## src/rtl/systolic_skew_buffer_if.sv

```systemverilog
// Router-to-array bus for the skew buffer: column vector in, skewed rows out.
interface systolic_skew_buffer_if #(
  parameter int dataSize = 8,
  parameter int nRows    = 9
);
  logic [dataSize-1:0] in_data  [nRows];
  logic                in_valid;
  logic                in_last;
  logic                ctrl_stall;
  logic [dataSize-1:0] out_data [nRows];
  logic [nRows-1:0]    out_valid;
  logic                out_last;
  logic                flag_drained;
  logic                busy;

  modport master (
    output in_data, in_valid, in_last, ctrl_stall,
    input  out_data, out_valid, out_last, flag_drained, busy
  );

  modport slave (
    input  in_data, in_valid, in_last, ctrl_stall,
    output out_data, out_valid, out_last, flag_drained, busy
  );
endinterface

```

## src/rtl/systolic_skew_buffer.sv

```systemverilog
// Delays element r of each column vector by r cycles and tracks the tile-end marker.
// Optional SKEW_OUT_REG_EN adds one output register to every row (latency r+1).
module systolic_skew_buffer #(
  parameter int dataSize = 8,
  parameter int nRows    = 9
) (
  input logic                   clk,
  input logic                   nrst,
  systolic_skew_buffer_if.slave bus
);

  typedef enum logic [1:0] {S_IDLE, S_STREAM, S_DRAIN} state_t;

  state_t state, state_nxt;
  logic   accept;
  logic   last_tap;
  logic   stage_last;

  logic [dataSize:0] tap   [nRows];
  logic [dataSize:0] stage [nRows];
  logic              last_chain [nRows-1];

  assign accept = bus.in_valid & ~bus.ctrl_stall;

  // Each cell is {valid, data}; non-accept cycles inject an all-zero bubble.
  for (genvar r = 0; r < nRows; r++) begin : g_row
    logic [dataSize:0] row_in;
    assign row_in = accept ? {1'b1, bus.in_data[r]} : '0;

    if (r == 0) begin : g_comb
      assign tap[r] = row_in;
    end else begin : g_chain
      logic [dataSize:0] chain [r];
      always_ff @(posedge clk or negedge nrst) begin
        if (!nrst) begin
          for (int unsigned i = 0; i < r; i++) chain[i] <= '0;
        end else if (!bus.ctrl_stall) begin
          chain[0] <= row_in;
          for (int unsigned i = 1; i < r; i++) chain[i] <= chain[i-1];
        end
      end
      assign tap[r] = chain[r-1];
    end
  end

  always_ff @(posedge clk or negedge nrst) begin
    if (!nrst) begin
      for (int unsigned i = 0; i < nRows - 1; i++) last_chain[i] <= 1'b0;
    end else if (!bus.ctrl_stall) begin
      last_chain[0] <= accept & bus.in_last;
      for (int unsigned i = 1; i < nRows - 1; i++) last_chain[i] <= last_chain[i-1];
    end
  end

  assign last_tap = last_chain[nRows-2] & tap[nRows-1][dataSize];

`ifdef SKEW_OUT_REG_EN
  always_ff @(posedge clk or negedge nrst) begin
    if (!nrst) begin
      for (int unsigned i = 0; i < nRows; i++) stage[i] <= '0;
      stage_last <= 1'b0;
    end else if (!bus.ctrl_stall) begin
      for (int unsigned i = 0; i < nRows; i++) stage[i] <= tap[i];
      stage_last <= last_tap;
    end
  end
`else
  assign stage      = tap;
  assign stage_last = last_tap;
`endif

  always_comb begin
    bus.out_valid = '0;
    for (int unsigned i = 0; i < nRows; i++) begin
      bus.out_valid[i] = stage[i][dataSize];
      bus.out_data[i]  = stage[i][dataSize] ? stage[i][dataSize-1:0] : '0;
    end
  end

  assign bus.out_last     = stage_last;
  assign bus.flag_drained = stage_last & ~bus.ctrl_stall;

  always_comb begin
    state_nxt = state;
    if (!bus.ctrl_stall) begin
      unique case (state)
        S_IDLE:   if (accept) state_nxt = bus.in_last ? S_DRAIN : S_STREAM;
        S_STREAM: if (accept && bus.in_last) state_nxt = S_DRAIN;
        S_DRAIN:  if (bus.flag_drained) state_nxt = accept ? S_STREAM : S_IDLE;
        default:  state_nxt = S_IDLE;
      endcase
    end
  end

  always_ff @(posedge clk or negedge nrst) begin
    if (!nrst) begin
      state    <= S_IDLE;
      bus.busy <= 1'b0;
    end else begin
      state    <= state_nxt;
      bus.busy <= (state_nxt != S_IDLE);
    end
  end

endmodule

```

## src/flat_wrapper.sv

```systemverilog
// flat-port wrapper written by rule: the top's interface ports become plain ports
module systolic_skew_buffer_flat 
#(
  parameter int dataSize = 8,
  parameter int nRows    = 9
)
  (clk, nrst, bus_in_data, bus_in_valid, bus_in_last, bus_ctrl_stall, bus_out_data, bus_out_valid, bus_out_last, bus_flag_drained, bus_busy);
  systolic_skew_buffer_if #(.dataSize(dataSize), .nRows(nRows)) bus_i ();
  input logic clk;
  input logic nrst;
  input wire logic [$bits(bus_i.in_data)-1:0] bus_in_data;
  input wire logic [$bits(bus_i.in_valid)-1:0] bus_in_valid;
  input wire logic [$bits(bus_i.in_last)-1:0] bus_in_last;
  input wire logic [$bits(bus_i.ctrl_stall)-1:0] bus_ctrl_stall;
  output wire logic [$bits(bus_i.out_data)-1:0] bus_out_data;
  output wire logic [$bits(bus_i.out_valid)-1:0] bus_out_valid;
  output wire logic [$bits(bus_i.out_last)-1:0] bus_out_last;
  output wire logic [$bits(bus_i.flag_drained)-1:0] bus_flag_drained;
  output wire logic [$bits(bus_i.busy)-1:0] bus_busy;
  assign bus_i.in_data = {>>{bus_in_data}};
  assign bus_i.in_valid = bus_in_valid;
  assign bus_i.in_last = bus_in_last;
  assign bus_i.ctrl_stall = bus_ctrl_stall;
  assign bus_out_data = {>>{bus_i.out_data}};
  assign bus_out_valid = bus_i.out_valid;
  assign bus_out_last = bus_i.out_last;
  assign bus_flag_drained = bus_i.flag_drained;
  assign bus_busy = bus_i.busy;
  systolic_skew_buffer #(.dataSize(dataSize), .nRows(nRows)) u_core (.clk(clk), .nrst(nrst), .bus(bus_i));
endmodule
```

## config.mk

```make
export PLATFORM = sky130hd
export DESIGN_NAME = systolic_skew_buffer_flat
export DESIGN_NICKNAME = d
export VERILOG_FILES = /design/src/rtl/systolic_skew_buffer_if.sv /design/src/rtl/systolic_skew_buffer.sv /design/src/flat_wrapper.sv
export SDC_FILE = /design/constraint.sdc
export NUM_CORES = 1
export LEC_CHECK = 0
export CAP_MARGIN = 20
export CORE_MARGIN = 8
export CORE_UTILIZATION = 47
export CTS_CLUSTER_SIZE = 14
export DETAILED_ROUTE_END_ITERATION = 7
export DONT_BUFFER_PORTS = 1
export HOLD_SLACK_MARGIN = 0.06
export MAX_ROUTING_LAYER = met4
export SLEW_MARGIN = 15
export SYNTH_ARGS = -nofsm -noshare
export SYNTH_HDL_FRONTEND = slang
export SYNTH_SLANG_ARGS = --single-unit
```

## constraint.sdc

```tcl
create_clock -name clk -period 1.6 [get_ports clk]
set_input_delay 0.4 -clock clk [delete_from_list [all_inputs] [get_ports clk]]
set_output_delay 0.4 -clock clk [all_outputs]
set_load 0.01 [all_outputs]
```

# --- Word level (Yosys, flattened, before mapping) ---
# Index checks and enable logic that the tools add are counted.
word_totals:
  ff_bits: 335
  latchBits: 0
  mem_bits_rw: 0
  romBits: 0
  input_bits: 77
  out_inout_bits: 84
  mem_count: 0
classes:
  addsub: 0
  multipliers: 0
  div: 0
  magnitude_cmp: 0
  eq_ne: 2
  n_shift: 0
  mux: 25
  bitwise_logic: 5
  reduce_logical: 3
op_table:
  columns: ["cell", "count"]
  rows:
  - ["two-way mux 9 bit", 9]
  - ["two-way mux 8 bit", 9]
  - ["two-way mux 2 bit", 5]
  - ["one-hot mux 2 bit (3 select lines)", 1]
  - ["bitwise AND 1 bit", 4]
  - ["equality test 2 x 1 -> 1 bit (second input constant)", 1]
  - ["equality test 2 bit (second input constant)", 1]
  - ["logical NOT 2 bit", 1]
  - ["nonzero test 2 bit", 1]
  - ["logical AND 1 bit", 1]
  - ["two-way mux 1 bit", 1]
  - ["inverter 1 bit", 1]

# --- Logic depth before layout (Yosys ltp) ---
# Gate-level depths: netlist (run 1).
logic_depth:
  depth_word: 7
  ltp_mapped: 5
  depth_no_buf: 3

# --- Worst setup path after synthesis (run 1) ---
# No wires, ideal clock.
synth_timing:
  path_kind: "input port to output port"
  from: "input bus_ctrl_stall"
  to: "output bus_out_data[64]"
  t_arrival_ns: 1.077
  path_slack_ns: 0.123
  path_stages: 4
  cell_sequence: "buf_6 nor2b_1 buf_2 and2_1"
synth_between:
  elab_chain_len: 4
synth_lines:
  columns: ["element", "line_no", "rtl"]
  rows:
  - ["start: declaration", "flat_wrapper.sv:14", "input wire logic [$bits(bus_i.ctrl_stall)-1:0] bus_ctrl_stall;"]
  - ["inverter 1 bit", "systolic_skew_buffer.sv:23", "assign accept = bus.in_valid & ~bus.ctrl_stall;"]
  - ["bitwise AND 1 bit", "systolic_skew_buffer.sv:23", null]
  - ["via u_core.accept", "systolic_skew_buffer.sv:15", "logic accept;"]
  - ["two-way mux 9 bit", "systolic_skew_buffer.sv:28", "assign row_in = accept ? {1'b1, bus.in_data[r]} : '0;"]
  - ["two-way mux 8 bit", "systolic_skew_buffer.sv:76", "bus.out_data[i] = stage[i][dataSize] ? stage[i][dataSize-1:0] : '0;"]
  - ["end: declaration", "flat_wrapper.sv:15", "output wire logic [$bits(bus_i.out_data)-1:0] bus_out_data;"]
# The timed path passes the listed nets, and every way through them passes these cells.

==> results of run 1 <==
-- registers in the layout (all words and copies together), names as in the netlist --
name                        cells
u_core.g_row.g_chain.chain    295
u_core.bus.out_valid            1
u_core.bus.busy                 1
u_core.last_chain               8
u_core.state                    2
-- final cells by class --
| type | instances | area, um^2 | area share |
|---|---|---|---|
| Sequential cell | 307 | 7692 | 0.5016 |
| Multi-Input combinational cell | 519 | 4841 | 0.3157 |
| Timing Repair Buffer | 127 | 1270 | 0.08282 |
| Clock buffer | 46 | 957.2 | 0.06242 |
| Tap cell | 378 | 473.0 | 0.03084 |
| Clock inverter | 8 | 97.59 | 0.006364 |
| Inverter | 1 | 3.754 | 0.0002448 |
-- where the power goes --
group	switching (mW)	internal [mW]	total (mW)
Sequential	0.861	9.01	9.87
Combinational	0.682	1.91	2.59
Clock	2.94	4.49	7.43
-- metal layers --
layer,up-vias,share of wire,global-route usage
met5,-,0,-
met4,0,0.015,0.03578
met3,29,0.046,0.03106
met2,152,0.44,0.2022
met1,3351,0.50,0.1979
li1,3192,-,-
-- path summary, 6_finish.rpt --
kind,endpoint,depth (start not counted),slack [ps],start
worst min-delay path,u_core.g_row[3].g_chain.chain[20],0,-390,nrst
max in group asynchronous,u_core.g_row[8].g_chain.chain[17],0,1530,nrst
worst min register to register,u_core.g_row[3].g_chain.chain[22],2,480,u_core.g_row[3].g_chain.chain[22]
worst max-delay path,bus_out_data[42],2,-80,u_core.g_row[8].g_chain.chain[53]
min in group clk,u_core.g_row[4].g_chain.chain[27],2,70,bus_ctrl_stall
worst max register to register,u_core.g_row[8].g_chain.chain[44],3,440,u_core.g_row[8].g_chain.chain[53]
-- Yosys cell counts (2+ instances only) --
cell type	n
and2_1	72
mux2_4	200
buf_6	3
clkbuf_1	11
a21oi_1	2
o21ai_0	67
nand2_1	132
buf_12	22
buf_2	11
dfrtp_1	307
buf_4	12
mux2_2	38
-- kinds of logic (layout without fill, tap and decap cells) --
logic type / after synthesis / count (layout)
compound gates: 73 / 73
mux: 239 / 239
simple gates: 207 / 207
flops: 307 / 307
buf+inv: 60 / 182
-- critical path: cells and delay by family, from the launching register on --
family                 cells  cell delay [ps]
buffers and inverters      1              160
AND/OR/NAND/NOR            1              140
flip-flops                 1              490
-- what timing repair did --
action | in CTS | in global routing
pin swaps | 0 | 1
endpoints found under the hold margin | 372 | 318
resized for setup | 13 | 25
buffers inserted | 1 | 2
setup endpoints to repair | 66 | 88
hold buffers | 118 | 3
-- layout by cell type, fill, tap and decap left out, types with 2 or more instances in the layout --
cell and instances:
mux2_2 38, clkbuf_16 35, nand2_1 131, dfrtp_2 8, buf_4 4, and2_4 19, dlygate4sd3_1 120, clkbuf_8 4
mux2_4 200, bufinv_16 2, o21ai_0 67, a21oi_1 2, and2_1 53, clkinv_2 4, clkbuf_1 7, dfrtp_1 299
==> flow_summary.ini, run 1 <==
[route]
drtAntennaViolNets = 0
wire_per_inst_um = 16.52
drt_iter0_drc = 379
drc = 0
wirelength_um = 22900
first_pass_iters = 4
vias = 6724
via_per_inst = 4.851

[yosys]
synth_compound_area_frac = 0.02860
synth_top_area_frac = 0.5853
yosys.area_share.xor_xnor = 0
yosys.area_share.adder = 0
avgSynthCellArea_um2 = 14.81
synth_ff_type = dfrtp_1
syn_area_um2 = 13130
synth_top_family_by_area = multiplexers
postSynthCellCount = 886
ys_ff_latch = 307
synthSimpleGateAreaFrac = 0.07331
ys_seq_area_frac = 0.5853
synth_cell_types = 21
ys_warn_count = 0
async_flop_share = 1.000
synth_nets = 963
synth-edff-count = 0
synth_area_leaders = dfrtp_1 (59%), mux2_4 (23%), nand2_1 (3.8%)
synthMuxAreaShare = 0.2622
synth_top_cell_by_area = dfrtp_1

[sta]
hold_violations = 307
rsz0062_at_grt = true
slew_viol_final = 0
final.setup_skew_ps = 15.26
fmax_ghz = 0.5938
relSlewSlack = 0.3106
fin_setup_tns_ps = -879.7
min_period_over_period = 1.052
finalCriticalPeriod_ps = 1684
setup_violations = 33
max_slew.worst_pin.slew_ps = 1034
whs_ps = -386.3
worst_slack_ps = -83.94

[floorplan]
die_h_um = 183.1
initial_utilization = 0.4750
coreArea_um2 = 27630
io_pins = 161
die_x_um = 183.1
die_area_um2 = 33530
num_rows = 61

[grt]
grt_max_degree = 342
antenna_found_initial = 0
grt_pass1_vias = 7244
grt-ovfl-total = 0
track_usage = 0.1400
grt_pass1_wl_um = 38020

[place]
gp_congestion = 0.6641
dp_hpwl_um = 12030
io_buffers = 0
placed_area_um2 = 12960
place_inst = 1208
place_ws_ps = 236.9

[cells_and_area]
nets = 1067
stdcell_count = 1386
fillCellCount = 2271
syn2layout_area_growth_pct = 16.84
fin_util = 0.5550
stdcell_area_um2 = 15330
diodes = 0
drive_gt1_frac = 0.3185

[clock_network]
root_buffer = clkbuf_16
clock-sinks = 307
path_clk_slew_ps = 60
clock_latency_ps = 490
cts_tree = done
numCtsBuffers = 34
clockBufferDepth = 3
cts.htree.levels = 2

[power]
total_leakage_power_nw = 7.396
power_density_nw_per_um2 = 1297
ir_drop_mv = 1.124
power_mw = 19.89

[status]
status = finished with violations
violations = hold timing, setup timing

[worst_setup_path]
critical_path.startpoint_type = register
worstPathCellList = buf_6, and2_4
cp_data_required_time_ps = 1200
cp.arrival_ps = 1280
cp_slowest_stage_delay_ps = 490
crit_path_end_kind = primary output
crit_type = register to primary output
crit_path_top_delay_cell = dfrtp_2
crit_path_max_fanout = 8

[job]
maxCapViolCount = 0

[worst_hold_path]
holdCritPathClass = input pin to async pin
(Power assumes the default switching activity.)
==> inputs of run 2 (changes only) <==
--- a/config.mk
+++ b/config.mk
@@ -7,13 +7,13 @@
 export LEC_CHECK = 0
 export CAP_MARGIN = 20
 export CORE_MARGIN = 8
-export CORE_UTILIZATION = 47
+export CORE_UTILIZATION = 50
 export CTS_CLUSTER_SIZE = 14
 export DETAILED_ROUTE_END_ITERATION = 7
 export DONT_BUFFER_PORTS = 1
 export HOLD_SLACK_MARGIN = 0.06
 export MAX_ROUTING_LAYER = met4
-export SLEW_MARGIN = 15
+export SLEW_MARGIN = 30
 export SYNTH_ARGS = -nofsm -noshare
 export SYNTH_HDL_FRONTEND = slang
 export SYNTH_SLANG_ARGS = --single-unit
==> run 2 against run 1 <==
  * Maximum frequency fell by 2.3%
  * The run still ends with hold timing, setup timing left
  * Critical path type unchanged
  * Sequential share of layout area fell by 2.6 points
  * Clock skew fell by 8.1 ps
  * Largest power group unchanged
  * Hold slack got worse by 66 ps
  * Final cell count rose by 3.1%
  * Via count rose by 8.5%
==> flow_summary.ini, run 2 (synthesis results as in run 1) <==
[status]
status = finished with violations
violations = hold timing, setup timing

[floorplan]
coreArea_um2 = 25910
num_rows = 59
die_x_um = 178.0
die_h_um = 178.0
io_pins = 161
die_area_um2 = 31690
initial_utilization = 0.5065

[route]
drtAntennaViolNets = 0
wire_per_inst_um = 17.56
first_pass_iters = 4
via_per_inst = 5.105
drc = 0
wirelength_um = 25090
drt_iter0_drc = 434
vias = 7295

[worst_setup_path]
path_buf_inv = 1
crit_path_end_kind = primary output
cp_data_required_time_ps = 1200
cp_top_family = flip-flops
critical_path.startpoint_type = register
cp.arrival_ps = 1320
worstPathCellList = buf_6, and2_4
cp_slowest_stage_delay_ps = 480
crit_path_max_fanout = 5
crit_type = register to primary output
crit_path_top_delay_cell = dfrtp_2

[cells_and_area]
syn2layout_area_growth_pct = 23.13
largest_register_ffs = 295
stdcell_count = 1429
drive_gt1_frac = 0.3178
final_cell_mix = dfrtp_1 (299), mux2_4 (200), dlygate4sd3_1 (191), nand2_1 (131), o21ai_0 (67)
fin_util = 0.6237
stdcell_area_um2 = 16160
largest-register = u_core.g_row.g_chain.chain
nets = 1144
top_regs = u_core.g_row.g_chain.chain: 295 flops, u_core.last_chain: 8 flops, u_core.state: 2 flops
fillCellCount = 1896
final_common_cell = dfrtp_1

[worst_hold_path]
holdCritPathClass = input pin to async pin

[sta]
final.setup_skew_ps = 7.125
whs_ps = -452.0
setup_violations = 65
fmax_ghz = 0.5799
min_period_over_period = 1.078
slew_viol_final = 0
fin_setup_tns_ps = -4122
finalCriticalPeriod_ps = 1724
rsz0062_at_grt = true
relSlewSlack = 0.2498
worst_slack_ps = -124.3
max_slew.worst_pin.slew_ps = 1125
hold_violations = 307

[power]
ir_drop_mv = 1.148
power_density_nw_per_um2 = 1273
total_leakage_power_nw = 7.858

[grt]
grt_max_degree = 374
busiest_layer = met2
track_usage = 0.1601
grt_use_met1 = 0.2108
grt_pass1_vias = 7818
grt_pass1_wl_um = 40740
use_met3 = 0.03662
antenna_found_initial = 2
grt-ovfl-total = 0
grt_util_met2 = 0.2462

[clock_network]
cts_tree = done
numCtsBuffers = 31
root_buffer = clkbuf_16
cts.htree.levels = 1
path_clk_slew_ps = 70
clock-sinks = 307
clockBufferDepth = 3
clock_latency_ps = 540

[place]
io_buffers = 0
gp_congestion = 0.7404
place_ws_ps = 75.31
placed_area_um2 = 12930
place_inst = 1168
dp_hpwl_um = 12680

[job]
maxCapViolCount = 0
## run 2: cell types whose count changed in the layout (fill, tap and decap cells not counted), moves of 4 or more
cell,previous run,this run
dlygate4sd3_1,120,191
clkinv_2,4,8
clkbuf_16,35,31
buf_6,1,7
and2_1,53,41
and2_4,19,31
## run 2: what timing repair did
action	in CTS	in global routing
hold buffers	188	5
setup buffers	5	2
cloned	1	0
resized for setup	43	14
setup endpoints to repair	68	70
hold endpoints to repair	433	353
## run 2: worst paths after layout
kind,cells past startpoint,from,to,slack (ps)
max reg2reg,4,u_core.g_row[8].g_chain.chain[71],u_core.g_row[8].g_chain.chain[71],100
min reg2reg,2,u_core.g_row[5].g_chain.chain[38],u_core.g_row[5].g_chain.chain[38],490
max,2,u_core.bus.out_valid[8],bus_out_data[5],-120
max in group asynchronous,0,nrst,u_core.g_row[7].g_chain.chain[10],1570
min,0,nrst,u_core.g_row[2].g_chain.chain[4],-450
min in group clk,2,bus_ctrl_stall,u_core.g_row[2].g_chain.chain[12],40
## run 2: where the power goes
part / total [mW] / switching, mW / internal [mW]
Sequential: 9.86 / 0.859 / 9.00
Combinational: 3.13 / 0.831 / 2.30
Clock: 7.57 / 2.98 / 4.60
Total: 20.6 / 4.67 / 15.9
## run 2: layer usage
metal  vias up  wire [um]
met5         -          0
met4         0        551
met3        40       1414
met2       197      11750
met1      3692      11380
li1       3366          -
## run 2: worst register-to-register path, stage by stage (launching register included)
cell	delay, ps
dfrtp_2	420
buf_6	140
buf_4	130
a21o_1	160
dlygate4sd3_1	540
## run 2: stage by stage
stage	power [mW]	hold slack, ps
finish	20.57	-452.0
global route	21.51	-474.0
CTS	20.66	-472.9
detailed placement	12.24	111.9
global placement	12.10	115.9
floorplan	12.06	104.4
## run 2: final cells by class
type                            count  area [um^2]  share of cell area
Timing Repair Buffer              207         2091              0.1294
Antenna cell                        2        5.005           0.0003097
Clock inverter                     16        214.0             0.01324
Multi-Input combinational cell    519         4868              0.3013
Clock buffer                       42        867.1             0.05365
Inverter                            1        3.754           0.0002323
Tap cell                          335        419.2             0.02594
Sequential cell                   307         7692              0.4760
